$ cat config.mk
export PLATFORM = sky130hd
export DESIGN_NAME = serial_cmd_receiver
export DESIGN_NICKNAME = d
export VERILOG_FILES = /design/src/rtl/serial_cmd_receiver.sv
export SDC_FILE = /design/constraint.sdc
export NUM_CORES = 1
export LEC_CHECK = 0
export ABC_AREA = 1
export CAP_MARGIN = 20
export CELL_PAD_IN_SITES_DETAIL_PLACEMENT = 1
export CELL_PAD_IN_SITES_GLOBAL_PLACEMENT = 1
export CORE_MARGIN = 2
export CORE_UTILIZATION = 40
export CTS_BUF_LIST = sky130_fd_sc_hd__clkbuf_8 sky130_fd_sc_hd__clkbuf_16
export DETAILED_ROUTE_END_ITERATION = 16
export HOLD_SLACK_MARGIN = 0.06
export PLACE_DENSITY_LB_ADDON = 0.15
export SETUP_SLACK_MARGIN = 0.15
export SLEW_MARGIN = 30
export SYNTH_ARGS = -nofsm -noshare
export SYNTH_HDL_FRONTEND = slang
export SYNTH_SLANG_ARGS = --single-unit
export TNS_END_PERCENT = 1
$ cat constraint.sdc
create_clock -name clock -period 1.7 [get_ports clock]
set_clock_uncertainty 0.1 [all_clocks]
set_input_delay 0.255 -clock clock [delete_from_list [all_inputs] [get_ports clock]]
set_output_delay 0.255 -clock clock [all_outputs]
set_load 0.005 [all_outputs]
$ cat src/rtl/serial_cmd_receiver.sv
// serial_cmd_receiver: SPI-style command deserialiser with readback, latch stretch and error pulses.
// Optional odd-parity bit per frame enabled by defining CMD_PARITY_EN.
module serial_cmd_receiver #(
  parameter int WORD_BITS    = 32,
  parameter int SYNC_STAGES  = 2,
  parameter int LATCH_CYCLES = 4
) (
  input  logic                 clock,
  input  logic                 reset_n,
  input  logic                 sclk,
  input  logic                 csb,
  input  logic                 mosi,
  output logic                 miso,
  output logic                 miso_oe,
  output logic [WORD_BITS-1:0] cmd_data,
  output logic                 latch_data,
  output logic                 frame_error,
  output logic                 overrun,
  output logic                 parity_error,
  output logic [7:0]           frame_count
);
`ifdef CMD_PARITY_EN
  localparam int N = WORD_BITS + 1;
`else
  localparam int N = WORD_BITS;
`endif
  localparam int CW = $clog2(N + 2);
  typedef enum logic [1:0] {IDLE, SHIFT, CHECK, LATCH} state_t;
  state_t                 state;
  logic [SYNC_STAGES-1:0] sclk_y, csb_y, mosi_y;
  logic                   sclk_q, csb_q;
  logic [N-1:0]           rx;
  logic [WORD_BITS-1:0]   tx;
  logic [CW-1:0]          bit_cnt;
  logic [3:0]             latch_cnt;
  logic                   sclk_s, csb_s, mosi_s, sclk_rise, sclk_fall, csb_rise, parity_ok;
  logic [WORD_BITS-1:0]   payload;
  assign sclk_s    = sclk_y[SYNC_STAGES-1];
  assign csb_s     = csb_y[SYNC_STAGES-1];
  assign mosi_s    = mosi_y[SYNC_STAGES-1];
  assign sclk_rise = sclk_s & ~sclk_q;
  assign sclk_fall = ~sclk_s & sclk_q;
  assign csb_rise  = csb_s & ~csb_q;
`ifdef CMD_PARITY_EN
  assign payload   = rx[N-1:1];
  assign parity_ok = ^rx;
`else
  assign payload   = rx;
  assign parity_ok = 1'b1;
`endif
  assign miso       = tx[WORD_BITS-1];
  assign miso_oe    = ~csb_s;
  assign latch_data = latch_cnt != 4'd0;
  // csb synchroniser resets high so an idle bus does not look like a frame start
  always_ff @(posedge clock or negedge reset_n) begin
    if (!reset_n) begin
      state        <= IDLE;
      sclk_y       <= '0;
      csb_y        <= '1;
      mosi_y       <= '0;
      sclk_q       <= 1'b0;
      csb_q        <= 1'b1;
      rx           <= '0;
      tx           <= '0;
      bit_cnt      <= '0;
      latch_cnt    <= '0;
      cmd_data     <= '0;
      frame_count  <= '0;
      frame_error  <= 1'b0;
      overrun      <= 1'b0;
      parity_error <= 1'b0;
    end else begin
      sclk_y       <= {sclk_y[SYNC_STAGES-2:0], sclk};
      csb_y        <= {csb_y[SYNC_STAGES-2:0], csb};
      mosi_y       <= {mosi_y[SYNC_STAGES-2:0], mosi};
      sclk_q       <= sclk_s;
      csb_q        <= csb_s;
      frame_error  <= 1'b0;
      overrun      <= 1'b0;
      parity_error <= 1'b0;
      if (latch_cnt != 4'd0) latch_cnt <= latch_cnt - 4'd1;
      case (state)
        IDLE: if (!csb_s) begin
          state   <= SHIFT;
          bit_cnt <= '0;
          tx      <= cmd_data;
        end
        SHIFT: if (csb_rise) state <= CHECK;
        else begin
          if (sclk_rise) begin
            rx <= (rx << 1) | N'(mosi_s);
            if (bit_cnt != CW'(N + 1)) bit_cnt <= bit_cnt + CW'(1);
          end
          if (sclk_fall) tx <= tx << 1;
        end
        // word is committed on the CHECK->LATCH edge so cmd_data leads latch_data by one cycle
        CHECK: begin
          state <= IDLE;
          if (bit_cnt != CW'(N)) frame_error <= 1'b1;
          else if (!parity_ok) parity_error <= 1'b1;
          else if (latch_cnt != 4'd0) overrun <= 1'b1;
          else begin
            state       <= LATCH;
            cmd_data    <= payload;
            frame_count <= frame_count + 8'd1;
          end
        end
        LATCH: begin
          latch_cnt <= 4'(LATCH_CYCLES);
          state     <= IDLE;
        end
        default: state <= IDLE;
      endcase
    end
  end
endmodule
After elaboration in Yosys (flattened, before gate mapping)
Index checks and enable logic that the tools add are counted.
{"block": "totals", "reg_bits": 126, "output_inout_bits": 46}
{"block": "op_classes", "addsub": 3, "eq_ne": 11, "mux": 21, "bitwise_logic": 11, "reduce_logical": 9}
{"cell": "$mux W32", "n": 3}
{"cell": "$pmux W32 S2", "n": 1}
{"cell": "$or A32 B1 Y32", "n": 1}
{"cell": "$mux W6", "n": 4}
{"cell": "$ne A2 B2 Y1 const B", "n": 6}
{"cell": "$ne A6 B6 Y1 const B", "n": 2}
{"cell": "$pmux W6 S2", "n": 1}
{"cell": "$add A8 B1 Y8 const B", "n": 1}
{"cell": "$mux W2", "n": 4}
{"cell": "$mux W4", "n": 2}
{"cell": "$pmux W2 S4", "n": 1}
{"cell": "$not A1 Y1", "n": 7}
{"cell": "$add A6 B1 Y6 const B", "n": 1}
{"cell": "$reduce_and A3 Y1", "n": 2}
{"cell": "$mux W1", "n": 5}
{"cell": "$reduce_and A5 Y1", "n": 1}
{"cell": "$eq A2 B2 Y1 const B", "n": 2}
{"cell": "$reduce_and A4 Y1", "n": 1}
{"cell": "$reduce_bool A2 Y1", "n": 2}
{"cell": "$reduce_bool A4 Y1", "n": 1}
{"cell": "$sub A4 B1 Y4 const B", "n": 1}
{"cell": "$and A1 B1 Y1", "n": 3}
{"cell": "$eq A2 B1 Y1 const B", "n": 1}
{"cell": "$logic_not A2 Y1", "n": 1}
{"cell": "$reduce_and A2 Y1", "n": 1}

Longest topological paths before layout
{"block": "depth", "word_depth": 5, "mapped_depth": 9, "depth_no_buf": 8}

Worst setup path after synthesis
No wires, ideal clock.
{"block": "synth_path", "kind": "register to register", "from": "register latch_cnt[0]", "to": "register cmd_data[10]", "setup_ns": 0.130, "arrival_ns": 1.374, "t_required_ns": 1.470, "slack_ns": 0.096, "path_stages_with_launch": 9, "path_buffers": 1, "synth_period_minus_slack_ns": 1.604, "cell_sequence": "dfrtp_1 -> inv_1 -> ha_1 -> nand3_1 -> inv_1 -> nand3_2 -> clkbuf_1 -> nand2_1 -> o21ai_0"}
{"block": "synth_between", "elab_chain_cells": 3}
{"item": "start, declared", "line": "35", "text": "logic [3:0] latch_cnt;"}
{"item": "start signal, assigned", "line": "81", "text": "if (latch_cnt != 4'd0) latch_cnt <= latch_cnt - 4'd1;"}
{"item": "start signal, assigned", "line": "109", "text": "latch_cnt <= 4'(LATCH_CYCLES);"}
{"item": "$reduce_bool A4 Y1"}
{"item": "net latch_data", "line": "16", "text": "output logic latch_data,"}
{"item": "$not A1 Y1 (no source line)"}
{"item": "$reduce_and A3 Y1 (no source line)"}
{"item": "end signal, assigned", "line": "104", "text": "cmd_data <= payload;"}
{"item": "end, declared", "line": "15", "text": "output logic [WORD_BITS-1:0] cmd_data,"}
The timed path passes the listed nets, and every way through them passes these cells.
A chain may end at the register's enable or synchronous reset.

Worst setup path in the final report
{"block": "layout_path", "from": "register csb_y[1]", "to": "register tx[27]"}
{"block": "layout_between", "elab_chain_cells": 3}
{"item": "start, declared", "line": "30", "text": "logic [SYNC_STAGES-1:0] sclk_y, csb_y, mosi_y;"}
{"item": "start signal, assigned", "line": "74", "text": "csb_y <= {csb_y[SYNC_STAGES-2:0], csb};"}
{"item": "$and A1 B1 Y1", "line": "43", "text": "assign csb_rise = csb_s & ~csb_q;"}
{"item": "$ne A2 B2 Y1 (no source line)"}
{"item": "$reduce_and A4 Y1 (no source line) *"}
{"item": "end signal, assigned", "line": "86", "text": "tx <= cmd_data;"}
{"item": "end signal, assigned", "line": "94", "text": "if (sclk_fall) tx <= tx << 1;"}
{"item": "end, declared", "line": "33", "text": "logic [WORD_BITS-1:0] tx;"}
Mark *: on every way between the ends. The rest lies on a longest branch, timed or not.

==> qor.csv <==
stage,metric,value,unit
outcome,status,"complete, no violations",
critical_path,cpPeakStageDelay,0.55,ns
logic_synthesis,synth_seq_cells,126,
drt,first_pass_iters,4,
clock_tree,htreeDepth,4,
clock_tree,cts_tree,yes,
timing,slew_violations,0,
power,power.leakage,0.003427,uW
critical_path,startpoint,csb_y[1],
critical_path,critPathTopFamily,flip-flops,
critical_path,criticalPathCategory,reg2reg,
critical_path,cp_num_buf_inv,4,
logic_synthesis,syn_inst,610,
floorplan,core,13140,sq um
finish,layout-drive-gt1-share,18.57,%
drt,drc,0,
job,cap_violations,0,
logic_synthesis,yosysTopAreaCell,dfrtp_1,
timing,tns,0,ns
clock_tree,clk_latency,0.41,ns
critical_path,crit_required,1.90,ns
placed_design,dp_hpwl,7.810,mm
global_routing,grt_max_degree,77,
floorplan,core.rowCount,42,
hold_path,hold_path_class,in2reg,
global_routing,gr-total-overflow,0,
global_routing,gr-usage-all-layers,18.64,%
critical_path,crit_chain,buf_6 -> nand2_4 -> nand2_4 -> nand2_4 -> inv_6 -> nor2_8 -> buf_12 -> clkbuf_16 -> nand2_1 -> o21ai_1,
clock_tree,cts_max_path_buffers,2,
global_routing,grt_pass1_wl,21.29,mm
drt,postRouteAntennaNets,0,
power,ir_drop,0.0006886,V
drt,vias,4364,
timing,hold_viol_final,0,
critical_path,regToRegStartpoint,csb_y[1],
global_routing,grt_pass1_vias,4570,
global_routing,antenna_found_initial,0,
logic_synthesis,synth_area,5356,sq um
critical_path,cp_max_fo,8,
finish,area_delta_synth_final,36.04,%
clock_tree,clock-sinks,126,
timing,max_freq,0.6173,GHz
floorplan,io_pins,51,
clock_tree,cts-root-buf,clkbuf_16,
placed_design,gp_congestion,0.7545,
clock_tree,path_clk_slew,0.06,ns
logic_synthesis,synthTopCellsByArea,"dfrtp_1 57%, nand2_1 12%, o21ai_0 12%",
timing,rsz0062_at_grt,yes,
hold_path,holdCritStartpoint,csb,
logic_synthesis,synth_area_per_cell,8.781,sq um
power,powerDensity,1309,nW/um^2
critical_path,worst_setup_path_end_kind,register,
timing,fin_crit,1.620,ns
logic_synthesis,synth_cell_types,30,
placed_design,place_ws,-0.03465,ns
timing,finalSetupViolations,0,
floorplan,start_util,40.77,%
logic_synthesis,synth.top_cell.area_share,57.46,%
drt,vias_per_cell,4.920,
floorplan,fp.dieArea,14330,sq um
drt,wire_per_inst,15.88,microns
drt,drt_iter0_markers,183,
drt,wl,14.08,mm
floorplan,dieHeight,119.7,microns
critical_path,crit_slowest_cell,dfstp_2,
finish,n_antenna_cell,0,
logic_synthesis,ys_seq_area_share,58.93,%
placed_design,portBuffers,49,
finish,layout.nets,708,
timing,setup_slack,0.08001,ns
critical_path,worstSetupStartpointType,register,
critical_path,arrival,1.82,ns
critical_path,cpMostUsedCell,nand2_4,
logic_synthesis,synth_nets,620,
logic_synthesis,ys_warn_count,0,
floorplan,die_w,119.7,microns
timing,fin_crit_sh,95.29,%
clock_tree,numCtsBuffers,17,
==> cell usage after synthesis <==
cell	count
a21oi_4	1
nor2_2	2
buf_6	3
xnor2_1	3
o211ai_1	1
clkbuf_1	14
ha_1	5
nand3_1	14
o21ai_0	124
nor2_8	1
o21a_1	1
nand4_1	2
buf_2	5
a21oi_1	4
nand3b_1	1
inv_2	2
nor3_1	2
buf_4	4
conb_1	1
nand2_2	2
nor2_4	1
nand2_1	171
nor2_1	15
or2_2	1
dfstp_2	3
dfrtp_1	123
nand3_2	1
xor2_1	2
inv_1	86
o21ai_1	15
==> sequential cells by signal, summed over array words and instances (netlist names) <==
signal       flops
csb_q            1
sclk_q           1
csb_y            2
tx              32
latch_cnt        4
bit_cnt          6
sclk_y           2
frame_count      8
state            2
frame_error      1
payload         32
overrun          1
mosi_y           2
cmd_data        32
==> cell families (layout without fill, tap and decap cells) <==
| group | Yosys count | count (layout) | share of synthesized area, % |
|---|---|---|---|
| xor+xnor | 5 | 5 | 0.8177 |
| other cells | 1 | 1 | 0.07001 |
| buf+inv | 114 | 215 | 8.806 |
| simple gates | 213 | 213 | 16.26 |
| flops | 126 | 126 | 58.93 |
| fa+ha+maj | 5 | 5 | 1.168 |
| compound gates | 146 | 146 | 13.95 |
==> final cells by class <==
cell class / count / area (sq um)
clock buffers: 22 / 494.2
clock inverters: 10 / 95.09
fillers: 1520 / 5851
inverters: 88 / 341.6
multi-input cells: 370 / 1886
flip-flops and latches: 126 / 3162
well taps: 176 / 220.2
repair buffers: 95 / 1089
==> cells in the final DEF, fill, tap and decap left out, types with 4 or more instances in the layout <==
cell | synthesis | routed
a21oi_1 | 4 | 4
buf_12 | 0 | 12
buf_4 | 4 | 19
buf_6 | 3 | 7
clkbuf_16 | 0 | 25
clkbuf_8 | 0 | 5
clkinv_2 | 0 | 4
dfrtp_1 | 123 | 119
dfrtp_2 | 0 | 4
dlygate4sd2_1 | 0 | 43
inv_1 | 86 | 80
inv_2 | 2 | 9
nand2_1 | 171 | 149
nand2_2 | 2 | 18
nand2_4 | 0 | 6
nand3_1 | 14 | 12
nor2_1 | 15 | 13
o21ai_0 | 124 | 90
o21ai_1 | 15 | 49
==> layer usage <==
layer	part of all wire (%)	up-vias	global-route usage [%]
li1	-	2097	-
met1	43	2174	22.38
met2	52	65	32.14
met3	2.7	28	4.705
met4	2.3	0	7.353
met5	0	-	0
==> per-stage QoR <==
step | total power [uW] | util (%) | hold WS (ns) | instances | cell area (sq um)
6_report | 9537 | 55.47 | 0.1502 | 887 | 7287
5_1_grt | 9998 | 55.47 | 0.1480 | 887 | 7287
4_1_cts | 8808 | 52.42 | 0.1328 | 864 | 6887
3_5_place_dp | 4961 | 46.70 | 0.1824 | 824 | 6136
3_3_place_gp | 4904 | 46.70 | 0.1773 | 824 | 6136
2_1_floorplan | 4405 | - | -0.1406 | 610 | 5365
==> path summary, 6_finish.rpt <==
check	to	slack, ns	cells after the start
max in group asynchronous	tx[21]	0.80	3
max reg2reg	tx[27]	0.08	10
max	tx[27]	0.08	10
min in group asynchronous	bit_cnt[3]	0.30	3
min	csb_y[0]	0.15	1
min reg2reg	csb_y[1]	0.25	0
==> power by group <==
part | total, uW | switching (uW) | leakage (uW) | internal, uW
logic | 2660 | 1430 | 0.00140 | 1230
registers | 3320 | 131 | 0.00172 | 3190
clock network | 3560 | 1240 | 0.000311 | 2320
total | 9540 | 2810 | 0.00343 | 6730
==> worst reg2reg max path, delay by kind of cell, from the launching register on <==
kind	cells	cell delay [ns]
flip-flops	1	0.55
AND/OR/NAND/NOR	5	0.29
buffers and inverters	4	0.48
AO/OA/AOI/OAI	1	0.07
==> timing repair <==
item	CTS	global route
resized for setup	121	34
setup buffers	7	11
hold endpoints to repair	125	0
setup endpoints to repair	126	103
pin swaps	16	5
cloned	0	12
hold buffers	1	0
(Power assumes the default switching activity.)
